### src/rtl/time_counter_hms.sv
// time_counter_hms: BCD hh:mm:ss timekeeper driven by a divider tick, with run/stop and validated load.
// Ports: clk_in/nrst (sync active-low reset), tick_in (one-cycle advance pulse), run (count enable),
//   load + ld_hh/ld_mm/ld_ss (BCD load request), hh/mm/ss (BCD time), sec_stb/min_stb/day_stb
//   (rollover strobes), load_err (rejected load). Optional macro ALARM_EN adds al_set/al_hh/al_mm and alarm.
module time_counter_hms #(
  parameter int TICKS_PER_SEC = 1,
  parameter int HOUR_MAX = 23
) (
  input  logic       clk_in,
  input  logic       nrst,
  input  logic       tick_in,
  input  logic       run,
  input  logic       load,
  input  logic [7:0] ld_hh,
  input  logic [7:0] ld_mm,
  input  logic [7:0] ld_ss,
`ifdef ALARM_EN
  input  logic       al_set,
  input  logic [7:0] al_hh,
  input  logic [7:0] al_mm,
  output logic       alarm,
`endif
  output logic [7:0] hh,
  output logic [7:0] mm,
  output logic [7:0] ss,
  output logic       sec_stb,
  output logic       min_stb,
  output logic       day_stb,
  output logic       load_err
);
  localparam int PW = TICKS_PER_SEC > 1 ? $clog2(TICKS_PER_SEC) : 1;
  localparam logic [PW-1:0] P_LAST = PW'(TICKS_PER_SEC - 1);
  localparam logic [7:0] H_LAST = HOUR_MAX == 11 ? 8'h11 : 8'h23;
  // With both digits <= 9, packed BCD orders like its decimal value, so one compare bounds the field.
  function automatic logic bcd_ok(input logic [7:0] v, input logic [7:0] lim);
    return v[3:0] <= 4'd9 && v[7:4] <= 4'd9 && v <= lim;
  endfunction
  function automatic logic [7:0] bcd_inc(input logic [7:0] v);
    return v[3:0] == 4'd9 ? {v[7:4] + 4'd1, 4'd0} : {v[7:4], v[3:0] + 4'd1};
  endfunction
  logic [PW-1:0] presc_q, presc_d;
  logic [7:0] hh_q, hh_d, mm_q, mm_d, ss_q, ss_d;
  logic sec_q, sec_d, min_q, min_d, day_q, day_d, err_q, err_d;
  logic ld_ok, ld_go, cnt, adv, s_w, m_w, h_w;
  always_comb begin
    ld_ok = bcd_ok(ld_hh, H_LAST) && bcd_ok(ld_mm, 8'h59) && bcd_ok(ld_ss, 8'h59);
    ld_go = load && ld_ok;
    cnt = tick_in && run && !load;
    adv = cnt && presc_q == P_LAST;
    s_w = ss_q == 8'h59;
    m_w = mm_q == 8'h59;
    h_w = hh_q == H_LAST;
    presc_d = ld_go ? '0 : cnt ? (presc_q == P_LAST ? '0 : presc_q + PW'(1)) : presc_q;
    ss_d = ld_go ? ld_ss : adv ? (s_w ? 8'h00 : bcd_inc(ss_q)) : ss_q;
    mm_d = ld_go ? ld_mm : adv && s_w ? (m_w ? 8'h00 : bcd_inc(mm_q)) : mm_q;
    hh_d = ld_go ? ld_hh : adv && s_w && m_w ? (h_w ? 8'h00 : bcd_inc(hh_q)) : hh_q;
    sec_d = adv;
    min_d = adv && s_w;
    day_d = adv && s_w && m_w && h_w;
    err_d = load && !ld_ok;
  end
  always_ff @(posedge clk_in) begin
    if (!nrst) begin
      presc_q <= '0;
      hh_q <= 8'h00;
      mm_q <= 8'h00;
      ss_q <= 8'h00;
      sec_q <= 1'b0;
      min_q <= 1'b0;
      day_q <= 1'b0;
      err_q <= 1'b0;
    end else begin
      presc_q <= presc_d;
      hh_q <= hh_d;
      mm_q <= mm_d;
      ss_q <= ss_d;
      sec_q <= sec_d;
      min_q <= min_d;
      day_q <= day_d;
      err_q <= err_d;
    end
  end
  assign hh = hh_q;
  assign mm = mm_q;
  assign ss = ss_q;
  assign sec_stb = sec_q;
  assign min_stb = min_q;
  assign day_stb = day_q;
  assign load_err = err_q;
`ifdef ALARM_EN
  logic [7:0] al_hh_q, al_mm_q;
  logic alarm_q, alarm_d;
  // Only a counting advance can fire; loads landing on the alarm time stay silent.
  always_comb alarm_d = adv && ss_d == 8'h00 && hh_d == al_hh_q && mm_d == al_mm_q;
  always_ff @(posedge clk_in) begin
    if (!nrst) begin
      al_hh_q <= 8'hFF;
      al_mm_q <= 8'hFF;
      alarm_q <= 1'b0;
    end else begin
      al_hh_q <= al_set ? al_hh : al_hh_q;
      al_mm_q <= al_set ? al_mm : al_mm_q;
      alarm_q <= alarm_d;
    end
  end
  assign alarm = alarm_q;
`endif
endmodule

### config.mk
export PLATFORM = sky130hd
export DESIGN_NAME = time_counter_hms
export DESIGN_NICKNAME = d
export VERILOG_FILES = /design/src/rtl/time_counter_hms.sv
export SDC_FILE = /design/constraint.sdc
export NUM_CORES = 1
export LEC_CHECK = 0
export BUFFER_PORTS_ARGS = -buffer_cell sky130_fd_sc_hd__buf_2
export CELL_PAD_IN_SITES_DETAIL_PLACEMENT = 0
export CELL_PAD_IN_SITES_GLOBAL_PLACEMENT = 1
export CORE_AREA = 4 4 83 61
export CTS_BUF_LIST = sky130_fd_sc_hd__clkbuf_4
export CTS_CLUSTER_DIAMETER = 50
export DETAILED_ROUTE_END_ITERATION = 10
export DIE_AREA = 0 0 87 65
export MAX_ROUTING_LAYER = met4
export PLACE_DENSITY = 0.95
export SLEW_MARGIN = 20
export SYNTH_ARGS = -nofsm -noshare
export SYNTH_HDL_FRONTEND = slang
export SYNTH_SLANG_ARGS = --single-unit
### constraint.sdc
create_clock -name clk_in -period 4.1 [get_ports clk_in]
set_input_delay 0.615 -clock clk_in [delete_from_list [all_inputs] [get_ports clk_in]]
set_output_delay 0.615 -clock clk_in [all_outputs]
set_load 0.1 [all_outputs]
## Yosys cells after proc, flatten, opt, wreduce, memory -nomap -nowiden

Cells that the tools add are included.

| word-level totals | value |
|---|---|
| register bits after elaboration | 29 |
| output and inout bits | 28 |
| word-level logic and storage cells | 76 |

| cells by class | value |
|---|---|
| $lt $le $gt $ge | 9 |
| equality and inequality tests | 6 |
| $add $sub $neg | 7 |
| muxes and demuxes | 13 |
| reduce and logical (&&, ||, !) cells | 28 |
| bitwise logic cells | 2 |

Operators with widths:

| kind | count |
|---|---|
| $mux 8 | 12 |
| $add 4x1->4 const B | 6 |
| $le 4x4->1 const B | 6 |
| $eq 8x7->1 const B | 2 |
| $le 8x7->1 const B | 2 |
| $logic_and 1x1->1 | 16 |
| $eq 4x4->1 const B | 3 |
| $reduce_bool 3->1 | 3 |
| $eq 8x6->1 const B | 1 |
| $le 8x6->1 const B | 1 |
| $reduce_and 2->1 | 3 |
| $reduce_bool 2->1 | 3 |
| $logic_not 1->1 | 2 |
| $not 1->1 | 2 |
| $reduce_or 2->1 | 1 |
| $add 1x1->1 const B | 1 |
| $mux 1 | 1 |

## Logic depth before layout (Yosys ltp)

Gate-level depths: netlist of run 1.

| logic depth | value |
|---|---|
| word-level depth | 8 |
| depth in mapped cells | 9 |
| mapped depth without buffers | 7 |

## Least setup slack after synthesis of run 1

Ideal clock, no wire load.

| timing path | value |
|---|---|
| path type | flip-flop to flip-flop |
| start | reg mm_q[4] (netlist: mm[4]) |
| end | reg hh_q[7] (netlist: hh[7]) |
| stages on the path, launching flop included | 8 |
| period minus slack after synthesis | 3.014 ns |
| arrival | 2.944 ns |
| data required time | 4.030 ns |
| setup slack | 1.086 ns |
| setup time | 0.070 ns |
| path through | dfxtp_1 -> ha_1 -> and3b_2 -> nand4_4 -> or4_1 -> buf_2 -> or4_1 -> a21oi_1 |

| on the way | value |
|---|---|
| longest elaborated chain between the ends | 4 |

Ends and longest elaborated chain:

| element | RTL line | text |
|---|---|---|
| start: declaration | 42 | `logic [7:0] hh_q, hh_d, mm_q, mm_d, ss_q, ss_d;` |
| start signal: assignment | 75 | `mm_q <= mm_d;` |
| $eq 8x7->1 | 51 | `m_w = mm_q == 8'h59;` |
| $logic_and 1x1->1 | 56 | `hh_d = ld_go ? ld_hh : adv && s_w && m_w ? (h_w ? 8'h00 : bcd_inc(hh_q)) : hh_q;` |
| $reduce_bool 2->1 (no line) | n/a |  |
| $reduce_and 2->1 (no line) | n/a |  |
| end signal: assignment | 74 | `hh_q <= hh_d;` |
| end: declaration | 42 |  |

Every way passes these cells.
A chain may end at the register's enable or synchronous reset.

## Worst setup path in the final report of run 1

| timing path | value |
|---|---|
| start | reg ss_q[4] (netlist: ss[4]) |
| end | reg hh_q[7] (netlist: hh[7]) |

| on the way | value |
|---|---|
| longest elaborated chain between the ends | 5 |

Ends and longest elaborated chain:

| element | RTL line | text |
|---|---|---|
| start: declaration | 42 |  |
| start signal: assignment | 76 | `ss_q <= ss_d;` |
| $eq 8x7->1 | 50 | `s_w = ss_q == 8'h59;` |
| $logic_and 1x1->1 (2 in series) | 56 |  |
| $reduce_bool 2->1 (no line) | n/a |  |
| $reduce_and 2->1 (no line) | n/a |  |

Every way passes these cells.

==> impl_results.md, run 1 <==
- DR iter-0 viols: 63
- Core box area: 4280 sq um
- IR drop worst, VDD: 0.000159 V
- Vias in the first global route: 1477
- GRT Util Overall: 16.1%
- CP peak stage delay: 0.64 ns
- Power Total: 452 uW
- Max Fanout on Critical Path: 11
- CTS buffer count: 3
- Hold Path Class: input port to flop
- Most frequent CP cell: or4_1
- Post-synthesis xor/xnor area fraction: 1.58%
- Die X: 87 um
- Final RePlAce weighted congestion: 0.783
- Initial DRT Pass Iterations: 4
- Starting density of the core: 38.8%
- Max Clk Rate: 370 MHz
- Synth warnings: 0
- Largest net degree at the start of global routing: 23
- Lkg Pwr: 0.000821 uW
- Final HPWL from detailed placement: 3.40 mm
- Mux cell area share after synthesis: 2.41%
- Fin. max-slew vios: 0
- Vias: 1672
- Clock Skew: 0.0118 ns
- Net Count, Synth: 240
- Post-Place Setup Slack: 1.35 ns
- Clk_lat worst skew: 0.34 ns
- Row count: 20
- Min Tclk post-route: 2.70 ns
- Io pins: 57
- Largest family of logic cells by synthesized area: simple AND/OR/NAND/NOR gates
- Cell area after placement: 1960 sq um
- Fin crit share: 65.9%
- Reg clk slew, reported paths: 0.16 ns
- Slew @ Worst Pin: 0.649 ns
- Vias/cell: 5.45
- Initial antenna violation count: 0
- Hold Violations, Final: 0
- CTS tree: yes
- Mapped cell area: 1660 sq um
- Adder-Cell Fraction of Synth Area: 6.02%
- Design area: 1980 sq um
- Antenna diodes: 0
- Post-Syn Area per Cell: 8.19 sq um
- CTS Hold Bufs: 0
- Final setup vio count: 0
- Async S/R FF share, synth: 0%
- Clock root cell: clkbuf_4
- Layout area overhead: 19.4%
- WL per Instance: 14.2 um
- CP arrival: 2.98 ns
- Post_cts resized: 0
- Crit path launch type: flop
- Layout cell share with drive strength beyond 1: 27.0%
- Relative max-transition margin: 56.7%
- Overflow after GRT: 0
- Post-synth EDFFs: 0
- Port Buf Inserts: 56
- WP data required: 4.38 ns
- Post-Syn Instances: 203
- Final WS setup: 1.40 ns
- Sum Neg Setup Slack: 0 ns
- Crit. End Element: flop
- Synth Flop Type: dfxtp_1
- Max Cap Violations: 0
- CP cell instances: ha_1 -> and3b_1 -> nand4_1 -> or4_1 -> or4_1 -> a21oi_1
- Clock sinks: 28
- PwrDens: 228 nW/um^2
- CP Class: flop to flop
- Status: complete, no violations
- Htree depth: 1
- Layout Nets: 290
- Critical-path cell with the highest stage delay: or4_1
- Die ar.: 5660 sq um
- DIE HEIGHT: 65 um
- Seq cells post-synth: 28
- Bufs and invs on worst path: 0
- # DRC: 0
- Synth Area in Compound Gates: 21.1%
- ANT nets after route: 0
- Final WL: 4.37 mm
- Post-synth cell types: 46
- First-pass GRT wire length: 7.12 mm
- Post-Synth Simple-Gate Area: 28.6%
- Seq/Total Area, Yosys: 33.7%
- Clk buf depth: 2
- CP top delay family: simple AND/OR/NAND/NOR gates
- Setup Fix Bufs, Post-CTS: 0
- RSZ-0062 raised after global routing: false
power breakdown:
part / internal, uW / leakage, uW / switching [uW]
registers: 274 / 0.000226 / 2.24
clock network: 35.9 / 0.0000154 / 87.1
logic: 17.4 / 0.000580 / 34.5
total: 328 / 0.000821 / 124
per-stage QoR:
| step | util [%] | hold slack (ns) | instances |
|---|---|---|---|
| after floorplan | - | 0.746 | 203 |
| after global placement | 45.8 | 0.506 | 303 |
| after detailed placement | 45.8 | 0.515 | 303 |
| after CTS | 46.4 | 0.503 | 307 |
| after global routing | 46.4 | 0.502 | 307 |
| final | 46.4 | 0.505 | 307 |
cell usage after synthesis, types with 3 or more instances:
library cell,n,share of area (%)
dfxtp_1,28,34
or4_1,5,2.3
a311oi_1,6,3.2
clkbuf_1,7,1.6
nor4_1,4,1.5
o21ai_0,11,3.3
nor2_1,24,5.4
inv_1,12,2.7
a211oi_1,8,3.6
nand3b_1,4,1.8
nand3_1,9,2.7
mux2i_1,4,2.4
nand2_1,10,2.3
ha_1,8,6.0
and3b_1,3,1.6
or3_1,3,1.1
a21oi_1,14,4.2
buf_2,3,0.90
nor3_1,5,1.5
path summary, 6_finish.rpt:
check	startpoint	endpoint	slack, ns	cells past startpoint
setup / recovery	ss[4]$_SDFFE_PN0P_	hh[7]$_SDFFE_PN0P_	1.40	6
hold / removal	load	load_err$_SDFF_PN0_	0.51	2
setup reg to reg	ss[4]$_SDFFE_PN0P_	hh[7]$_SDFFE_PN0P_	1.40	6
hold reg to reg	mm[7]$_SDFFE_PN0P_	mm[7]$_SDFFE_PN0P_	0.53	2
flip-flops by register name, indices dropped and copies added, names as in the netlist:
register and flops:
day_stb 1, hh 8, load_err 1, min_stb 1, mm 8, sec_stb 1, ss 8
kinds of logic (layout without fill, tap and decap cells):
| family | after synthesis | count (layout) |
|---|---|---|
| buffers and inverters | 25 | 74 |
| AND/OR/NAND/NOR | 82 | 82 |
| multiplexers | 4 | 4 |
| flip-flops | 28 | 28 |
| XOR/XNOR | 3 | 3 |
| adder cells (fa/ha/maj) | 8 | 8 |
| AO/OA/AOI/OAI | 53 | 53 |
layout by cell type (no fill, tap or decap), types with 2 or more instances in the layout:
master	count
nand2_1	10
buf_2	56
or3_1	3
a21oi_1	14
o22a_1	2
or4_1	5
nor4_1	4
nand3b_1	4
mux2i_1	4
and3b_1	3
nand4_1	2
nor2b_1	2
a31oi_1	2
o21ai_0	11
xor2_1	2
clkbuf_4	3
nand3_1	9
a311oi_1	6
dfxtp_1	28
ha_1	8
inv_1	12
o21ai_1	2
o311a_1	2
nor2_1	24
nor3_1	5
o221ai_1	2
a211oi_1	8
layout make-up:
type,count,area (sq um)
Fill cell,434,2290
Tap cell,55,68.8
Timing Repair Buffer,57,288
Clock inverter,1,3.75
Sequential cell,28,561
Clock buffer,3,22.5
Multi-Input combinational cell,150,992
Inverter,13,48.8
metal layers:
metal	global-route usage, %	wire [um]	part of all wire [%]	up-vias
li1	-	-	-	851
met3	4.45	353	8.1	2
met5	-	0	0	-
met2	22.3	1750	40	65
met4	2.72	19	0.44	0
met1	23.5	2240	51	754
Note: power is estimated with default switching activity, not from simulation.
==> inputs of run 2 (changes only) <==
--- a/config.mk
+++ b/config.mk
@@ -8,13 +8,13 @@
 export BUFFER_PORTS_ARGS = -buffer_cell sky130_fd_sc_hd__buf_2
 export CELL_PAD_IN_SITES_DETAIL_PLACEMENT = 0
 export CELL_PAD_IN_SITES_GLOBAL_PLACEMENT = 1
-export CORE_AREA = 4 4 83 61
+export CORE_AREA = 4 4 90 67
 export CTS_BUF_LIST = sky130_fd_sc_hd__clkbuf_4
 export CTS_CLUSTER_DIAMETER = 50
 export DETAILED_ROUTE_END_ITERATION = 10
-export DIE_AREA = 0 0 87 65
+export DIE_AREA = 0 0 94 71
 export MAX_ROUTING_LAYER = met4
-export PLACE_DENSITY = 0.95
+export PLACE_DENSITY = 0.85
 export SLEW_MARGIN = 20
 export SYNTH_ARGS = -nofsm -noshare
 export SYNTH_HDL_FRONTEND = slang
==> constraint.sdc (replaced) <==
create_clock -name clk_in -period 2.25 [get_ports clk_in]
set_input_delay 0.3375 -clock clk_in [delete_from_list [all_inputs] [get_ports clk_in]]
set_output_delay 0.3375 -clock clk_in [all_outputs]
set_load 0.1 [all_outputs]
==> run 2 against run 1 <==
  * First-iteration DRC count increased by 100%
  * Sequential power increased by 78%
  * Total power increased by 78%
  * Global-route usage shrank 1.8 points
  * Highest routed layer unchanged
  * Routed wire length up 9.1%
  * Via count is 0.60% higher
  * Largest power group unchanged
  * Die area rose by 18%
  * Non-clock buffer count rose by 6
  * Register-to-register slack got worse by 1.3 ns
  * Setup slack got worse by 1.3 ns
  * Flip-flop and latch count stayed put
==> impl_results.md, run 2 (synthesized netlist as in run 1, its figures left out) <==
- Design area: 2140 sq um
- Die X: 94 um
- Fin. max-slew vios: 0
- Final HPWL from detailed placement: 3.78 mm
- Layout Nets: 296
- Layout area overhead: 29.0%
- Max Cap Violations: 0
- Die ar.: 6670 sq um
- Vias: 1682
- Overflow after GRT: 0
- Clk buf depth: 2
- Commonest non-fill, non-tap cell in the layout: buf_2
- DR iter-0 viols: 126
- Lkg Pwr: 0.000866 uW
- Clock root cell: clkbuf_4
- Starting density of the core: 32.5%
- Status: complete, no violations
- Final WL: 4.76 mm
- Fin crit share: 95.5%
- Setup Fix Bufs, Post-CTS: 0
- First-pass GRT wire length: 7.45 mm
- R2r setup slk: 0.10 ns
- Initial antenna violation count: 0
- WP data required: 2.52 ns
- Vias/cell: 5.10
- FF+latch area: 614 sq um
- Multi-input logic area: 1030 sq um
- IR drop worst, VDD: 0.000184 V
- CTS tree: yes
- RSZ-0062 raised after global routing: false
- Io pins: 57
- Commonest non-fill, non-tap cells in the layout: buf_2, nor2_1, a21oi_1
- Slew @ Worst Pin: 0.493 ns
- Max Clk Rate: 465 MHz
- CP Class: flop to flop
- Vias in the first global route: 1526
- Final core occ: 41.9%
- Relative max-transition margin: 67.3%
- Final setup vio count: 0
- Core box area: 5120 sq um
- Largest net degree at the start of global routing: 22
- WL per Instance: 14.4 um
- Hold Path Class: input port to flop
- Final RePlAce weighted congestion: 0.831
- Hold Violations, Final: 0
- CTS buffer count: 3
- # DRC: 0
- Clock Skew: 0.0104 ns
- Initial DRT Pass Iterations: 4
- Antenna diodes: 0
- Reg clk slew, reported paths: 0.16 ns
- ANT nets after route: 0
- Max Fanout on Critical Path: 4
- Clk_lat worst skew: 0.33 ns
- Row count: 22
- GRT Util Overall: 14.3%
- Htree depth: 1
- Fill cell count: 547
- Layout cell share with drive strength beyond 1: 39.1%
- Cell area after placement: 2100 sq um
- Crit path launch type: flop
- DIE HEIGHT: 71 um
- Port Buf Inserts: 56
- Crit. End Element: flop
- Clock sinks: 28
- PwrDens: 375 nW/um^2
- Min Tclk post-route: 2.15 ns
- CP arrival: 2.42 ns
-- run 2: cell types whose count changed in the layout (fill, tap and decap cells not counted), sizes merged --
cell  change
buf       +6
-- run 2: worst paths after layout --
check,startpoint,to,cells after the start
worst max-delay path,ss[1]$_SDFFE_PN0P_,hh[6]$_SDFFE_PN0P_,7
worst max register to register,ss[1]$_SDFFE_PN0P_,hh[6]$_SDFFE_PN0P_,7
worst min-delay path,ld_ss[4],ss[4]$_SDFFE_PN0P_,3
worst min register to register,mm[7]$_SDFFE_PN0P_,mm[7]$_SDFFE_PN0P_,2
-- run 2: timing repair --
item	4_1_cts	5_1_grt
gates resized for setup	0	3
endpoints found under the setup margin	0	2
hold buffers	0	0
-- run 2: final cells by class --
class / count / share of cell area [%]
Multi-Input combinational cell: 150 / 48.1
Inverter: 13 / 2.28
Clock inverter: 1 / 0.175
Timing Repair Buffer: 63 / 15.5
Clock buffer: 3 / 1.05
Sequential cell: 28 / 28.7
Tap cell: 72 / 4.20
-- run 2: routing by layer --
metal	vias up	share of wire (%)	GRT usage, %	wire [um]
li1	858	-	-	-
met1	772	52	20.9	2490
met2	50	41	19.6	1930
met3	2	6.9	4.46	331
met4	0	0.27	1.92	13
met5	-	0	-	0
-- run 2: critical path: stages, from the launching register on --
cell and delay (ns):
dfxtp_2 0.36, inv_1 0.07, ha_1 0.17, and3b_2 0.23
nand4_1 0.16, or4_4 0.55, or4_1 0.41, a21oi_1 0.14
-- run 2: where the power goes --
part / internal (uW) / switching, uW
Clock: 65.1 / 150
Combinational: 32.9 / 64.2
Sequential: 489 / 3.93
Total: 587 / 218
-- run 2: metrics by stage --
stage                     power, uW  hold WS [ns]  worst slack, ns  std cells  setup TNS, ns
after floorplan                 558         0.469          -0.0628        203         -0.125
after global placement          600         0.490            0.219        326              0
after detailed placement        601         0.495            0.108        326              0
after CTS                       820         0.244           0.0905        330              0
after global routing            842         0.231           0.0148        330              0
final                           804         0.258            0.101        330              0
